==> src/rtl/paddle_move_ctrl.sv <==
// Paddle step sequencer: synchronises and debounces the two raw buttons, then issues
// frame-aligned, auto-repeating single-cycle step pulses that stop at the playfield edges.
//
// state  | meaning
// IDLE   | no direction requested, dir = none
// ARMED  | direction latched, waiting for the first frame tick to take the first step
// DELAY  | first step taken, counting frame ticks down to the first auto-repeat step
// REPEAT | auto-repeating, one step every REPEAT_RATE frame ticks
module paddle_move_ctrl #(
    parameter int DEBOUNCE_CYCLES = 250000,
    parameter int REPEAT_DELAY    = 15,
    parameter int REPEAT_RATE     = 2,
    parameter int MIN_POS         = 10,
    parameter int MAX_POS         = 530
) (
    input  logic       clk,
    input  logic       reset,
    input  logic       btn_left,
    input  logic       btn_right,
    input  logic       frame_tick,
    input  logic [9:0] pos,
    output logic       move_left,
    output logic       move_right,
    output logic [1:0] dir,
    output logic       at_limit
);

    localparam int DB_W    = $clog2(DEBOUNCE_CYCLES + 1);
    localparam int RPT_MAX = (REPEAT_DELAY > REPEAT_RATE) ? REPEAT_DELAY : REPEAT_RATE;
    localparam int RPT_W   = $clog2(RPT_MAX + 1);

    localparam logic [DB_W-1:0]  DB_LAST  = DB_W'(DEBOUNCE_CYCLES - 1);
    localparam logic [RPT_W-1:0] CNT_DLY  = RPT_W'(REPEAT_DELAY);
    localparam logic [RPT_W-1:0] CNT_RATE = RPT_W'(REPEAT_RATE);
    localparam logic [RPT_W-1:0] CNT_ONE  = RPT_W'(1);
    localparam logic [9:0]       MIN_P    = 10'(MIN_POS);
    localparam logic [9:0]       MAX_P    = 10'(MAX_POS);

    typedef enum logic [1:0] {
        DIR_NONE  = 2'b00,
        DIR_LEFT  = 2'b01,
        DIR_RIGHT = 2'b10
    } dir_t;

    typedef enum logic [1:0] {
        S_IDLE,
        S_ARMED,
        S_DELAY,
        S_REPEAT
    } state_t;

    // bit 0 = left, bit 1 = right throughout the input path
    logic [1:0]      btn_raw;
    logic [1:0]      sync_a;
    logic [1:0]      sync_b;
    logic [1:0]      btn_deb;
    logic [DB_W-1:0] db_cnt [2];

    dir_t             req;
    state_t           state, state_n;
    dir_t             dir_q, dir_n;
    logic [RPT_W-1:0] cnt, cnt_n;
    logic             fire;

    assign btn_raw = {btn_right, btn_left};

    always_ff @(posedge clk or posedge reset) begin
        if (reset) begin
            sync_a <= '0;
            sync_b <= '0;
        end else begin
            sync_a <= btn_raw;
            sync_b <= sync_a;
        end
    end

    // A level is accepted only after DEBOUNCE_CYCLES consecutive disagreeing samples.
    always_ff @(posedge clk or posedge reset) begin
        if (reset) begin
            db_cnt  <= '{default: '0};
            btn_deb <= '0;
        end else begin
            for (int i = 0; i < 2; i++) begin
                if (sync_b[i] == btn_deb[i]) begin
                    db_cnt[i] <= '0;
                end else if (db_cnt[i] == DB_LAST) begin
                    btn_deb[i] <= sync_b[i];
                    db_cnt[i]  <= '0;
                end else begin
                    db_cnt[i] <= db_cnt[i] + DB_W'(1);
                end
            end
        end
    end

    always_comb begin
        case (btn_deb)
            2'b01:   req = DIR_LEFT;
            2'b10:   req = DIR_RIGHT;
            default: req = DIR_NONE;
        endcase
    end

    always_ff @(posedge clk or posedge reset) begin
        if (reset) begin
            state      <= S_IDLE;
            dir_q      <= DIR_NONE;
            cnt        <= '0;
            move_left  <= 1'b0;
            move_right <= 1'b0;
        end else begin
            state      <= state_n;
            dir_q      <= dir_n;
            cnt        <= cnt_n;
            move_left  <= fire && (dir_q == DIR_LEFT)  && (pos > MIN_P);
            move_right <= fire && (dir_q == DIR_RIGHT) && (pos < MAX_P);
        end
    end

    // Release beats a direction change, which beats the repeat schedule.
    always_comb begin
        state_n = state;
        dir_n   = dir_q;
        cnt_n   = cnt;
        fire    = 1'b0;
        if (state == S_IDLE) begin
            if (req != DIR_NONE) begin
                state_n = S_ARMED;
                dir_n   = req;
            end
        end else if (req == DIR_NONE) begin
            state_n = S_IDLE;
            dir_n   = DIR_NONE;
        end else if (req != dir_q) begin
            state_n = S_ARMED;
            dir_n   = req;
        end else if (frame_tick) begin
            case (state)
                S_ARMED: begin
                    fire    = 1'b1;
                    cnt_n   = CNT_DLY;
                    state_n = S_DELAY;
                end
                S_DELAY, S_REPEAT: begin
                    if (cnt == CNT_ONE) begin
                        fire    = 1'b1;
                        cnt_n   = CNT_RATE;
                        state_n = S_REPEAT;
                    end else begin
                        cnt_n = cnt - CNT_ONE;
                    end
                end
                default: state_n = S_IDLE;
            endcase
        end
    end

    assign dir      = dir_q;
    assign at_limit = ((dir_q == DIR_LEFT)  && (pos <= MIN_P)) ||
                      ((dir_q == DIR_RIGHT) && (pos >= MAX_P));

endmodule
==> config.mk <==
export PLATFORM = sky130hd
export DESIGN_NAME = paddle_move_ctrl
export DESIGN_NICKNAME = d
export VERILOG_FILES = /design/src/rtl/paddle_move_ctrl.sv
export SDC_FILE = /design/constraint.sdc
export NUM_CORES = 1
export LEC_CHECK = 0
export BUFFER_PORTS_ARGS = -buffer_cell sky130_fd_sc_hd__buf_4
export CAP_MARGIN = 10
export CELL_PAD_IN_SITES_DETAIL_PLACEMENT = 0
export CELL_PAD_IN_SITES_GLOBAL_PLACEMENT = 1
export CORE_UTILIZATION = 29
export CTS_CLUSTER_SIZE = 24
export DETAILED_ROUTE_END_ITERATION = 12
export GPL_TIMING_DRIVEN = 0
export PLACE_DENSITY = 0.66
export SLEW_MARGIN = 30
export SYNTH_ARGS = -nofsm -noshare
export SYNTH_HDL_FRONTEND = slang
export SYNTH_SLANG_ARGS = --single-unit
==> constraint.sdc <==
create_clock -name clk -period 1.85 [get_ports clk]
set_clock_uncertainty 0.15 [all_clocks]
set_input_delay 0.185 -clock clk [delete_from_list [all_inputs] [get_ports clk]]
set_output_delay 0.185 -clock clk [all_outputs]
set_load 0.005 [all_outputs]
==> results.md <==
- Die width: between 90 and 100 um
- Pre-antenna DRT Iters: 4
- Non-filler instance count after layout: about 440
- Fraction of layout cells with a size suffix above 1: between 40 and 50%
- Fin crit share: around 100%
- Initial Utilization: 30.1%
- Vias post-DR: between 2000 and 2500
- Slew HR: between 60% and 70%
- I/O Buffers: 19
- Worst vdd ir: 0.000356 V
- Final ANT Viol Nets: 0
- CP Launch Type: flip-flop
- Async SR Flop Fraction: between 90% and 100%
- Syn Area/Cell: a little over 10 um^2
- Clock Path Buffers: 2
- Core area: approximately 8800 um^2
- Post-synthesis sequential area ratio: between 40% and 50%
- Critical-path cell list: ha_2 -> xor2_2 -> nor4_4 -> buf_4 -> nand2_1 -> a22o_1
- Clk Latency, worst-skew pair: around 0.31 ns
- # DRC: 0
- Post-Syn Nets: about 280
- Largest net degree at the start of global routing: 43
- Actual slew at the worst max-slew pin: between 0.4 and 0.5 ns
- MaxCap Viol Count: 0
- Most common cell after layout, fill and taps aside: buf_4
- Status: complete, no violations
- WL final: between 5 and 6 mm
- Endpoints failing hold: 0
- Reg clk slew, reported paths: roughly 0.090 ns
- Routability cong.: around 0.74
- Final #Nets: ~360
- Critical path type: reg2reg
- Number of synthesized flops with an enable pin: 0
- Vias in the first global route: between 2000 and 2500
- Post-DP Area: 2950 um^2
- Htree depth: 2
- Initial DRC count: 50
- Distinct cell type count after synthesis: 44
- # IOs: 20
- Cell area after synthesis: 2640 um^2
- Commonest cells after routing, fill and taps aside: buf_4, dfrtp_1, nor2_1
- CP Data Arrival Time: around 1.9 ns
- GR Overflow Total: 0
- CP peak stage delay: about 0.45 ns
- Top FF cell, synth: dfrtp_1
- Critical Path End Type: flip-flop
- Clk root buf: clkbuf_8
- Initial antenna violation count: 0
- Via-to-Cell Ratio: between 4 and 5
- Post-layout util: 41.7%
- CTS Sinks: 52
- CP required: ~1.9 ns
- TritonCTS clock tree: built
- CP max stage cell: dfrtp_2
- RSZ-0062 raised after global routing: yes
- Area Growth Syn to Fin: 38.4%
- First-pass GRT wire length: around 10 mm
- # rows: 34
- Full die area: between 9000 and 10000 um^2
- Routed length per instance: approximately 14 um
- Final Instance Area: 3650 um^2
- Min cycle time layout: 1.80 ns
- Critical-path maximum fanout: 7
- Diode count: 0
- Setup Viol. Count Final: 0
- Synth Register Bits: 52
- Placed cells: slightly below 400
- Slew Limit Fails: 0
- GRT Overall Usage: between 10% and 20%
- Fmax: 555 MHz
- Syn Inst Count: 257
- Power per cell area: 531 nW/um^2
- Yosys warning total: 0
- Post-DP HPWL: 3.62 mm
- Static leakage: 1.53 nW
- Final TNS setup: 0 ns
- Hold Path Class: in2reg
- Die height: 97.4 um
- TritonCTS Buffers: 5
[stage by stage]
stage / setup slack [ns] / power [mW] / hold slack [ns]
6_report: 0.0477 / 1.94 / 0.0668
5_1_grt: -0.0406 / 2.03 / 0.0626
4_1_cts: -0.00699 / 1.95 / 0.0591
3_5_place_dp: -0.309 / 1.29 / -0.0384
3_3_place_gp: -0.532 / 1.28 / 0.145
2_1_floorplan: 0.0133 / 1.24 / 0.0664
[worst max-delay path, delay by kind of cell (launching register included)]
kind / cells / cell delay, ns
simple gates: 2 / 0.32
xor+xnor: 1 / 0.18
fa+ha+maj: 1 / 0.21
flops: 1 / 0.45
compound gates: 1 / 0.18
buf+inv: 1 / 0.21
[cell type report]
type	count	area, um^2
clock inverters	2	12.5
well taps	108	135
fillers	843	5110
repair buffers	71	579
multi-input cells	192	1470
plain buffers	3	26.3
flip-flops and latches	52	1320
clock buffers	5	68.8
inverters	9	36.3
[registers in the layout, summed over array words and instances (netlist names)]
signal and count:
db_cnt 36, cnt 4, btn_deb 2, dir 2
state 2, sync_a 2, sync_b 2, move_left 1
move_right 1
[power breakdown]
group	internal [mW]	total, mW	leakage [nW]	switching [mW]
sequential	1.15	1.16	0.680	0.0125
clock	0.257	0.633	0.0400	0.375
combinational	0.0716	0.144	0.809	0.0725
[synth_stat cells, drive strengths merged, types with 2 or more instances]
| master | instances | area share [%] |
|---|---|---|
| nand3 | 11 | 2.1 |
| inv | 9 | 1.3 |
| clkbuf | 2 | 0.28 |
| dfrtp | 52 | 49 |
| o41ai | 2 | 2.1 |
| a21oi | 8 | 1.7 |
| nor3b | 2 | 0.57 |
| nand3b | 2 | 0.57 |
| nor4b | 3 | 1.0 |
| mux2 | 4 | 1.7 |
| ha | 6 | 2.8 |
| nand2b | 2 | 0.47 |
| nand2 | 22 | 3.1 |
| and4 | 4 | 1.3 |
| or3 | 3 | 0.71 |
| buf | 2 | 0.71 |
| xor2 | 18 | 6.0 |
| or4 | 3 | 1.0 |
| xnor2 | 12 | 4.0 |
| o21ai | 10 | 1.9 |
| nor3 | 4 | 0.76 |
| a22o | 2 | 0.66 |
| nor2 | 35 | 5.0 |
| nor4 | 13 | 3.3 |
| nand4 | 12 | 3.4 |
[per-layer routing]
metal | vias up | GRT usage, % | routed length (um) | share of wire, %
met5 | - | 0 | 0 | 0
met4 | 0 | 5.09 | 113 | 1.9
met3 | 11 | 2.52 | 98 | 1.6
met1 | 1032 | 16.9 | 2890 | 48
met2 | 19 | 20.3 | 2870 | 48
li1 | 1074 | - | - | -
[timing repair]
| action | 4_1_cts | 5_1_grt |
|---|---|---|
| cloned | 1 | 1 |
| endpoints found under the setup margin | 44 | 42 |
| setup buffers | 21 | 25 |
| pin swaps | 8 | 11 |
| hold buffers | 3 | 0 |
| hold endpoints to repair | 54 | 0 |
| gates resized for setup | 28 | 34 |
[cells by family (layout without fill, tap and decap cells)]
logic type,after synthesis,after routing,share of synthesized area (%)
xor gates and xnor gates,30,30,9.96
buffers and inverters,13,90,2.28
and+or+nand+nor,123,123,25.4
DFF,52,52,49.3
adders and majority gates,6,6,2.85
muxes,4,4,1.71
AOI/OAI and AO/OA,29,29,8.44
[worst paths after layout]
path | slack, ns | to | from | cells past startpoint
setup / recovery | 0.05 | cnt[3] | btn_deb[0] | 6
min in group asynchronous | 0.19 | db_cnt[26] | reset | 3
setup reg to reg | 0.05 | cnt[3] | btn_deb[0] | 6
max in group asynchronous | 0.91 | btn_deb[0] | reset | 4
hold reg to reg | 0.21 | sync_b[1] | sync_a[1] | 0
hold / removal | 0.07 | state[1] | frame_tick | 3
Power figures use the tool's default switching activity.
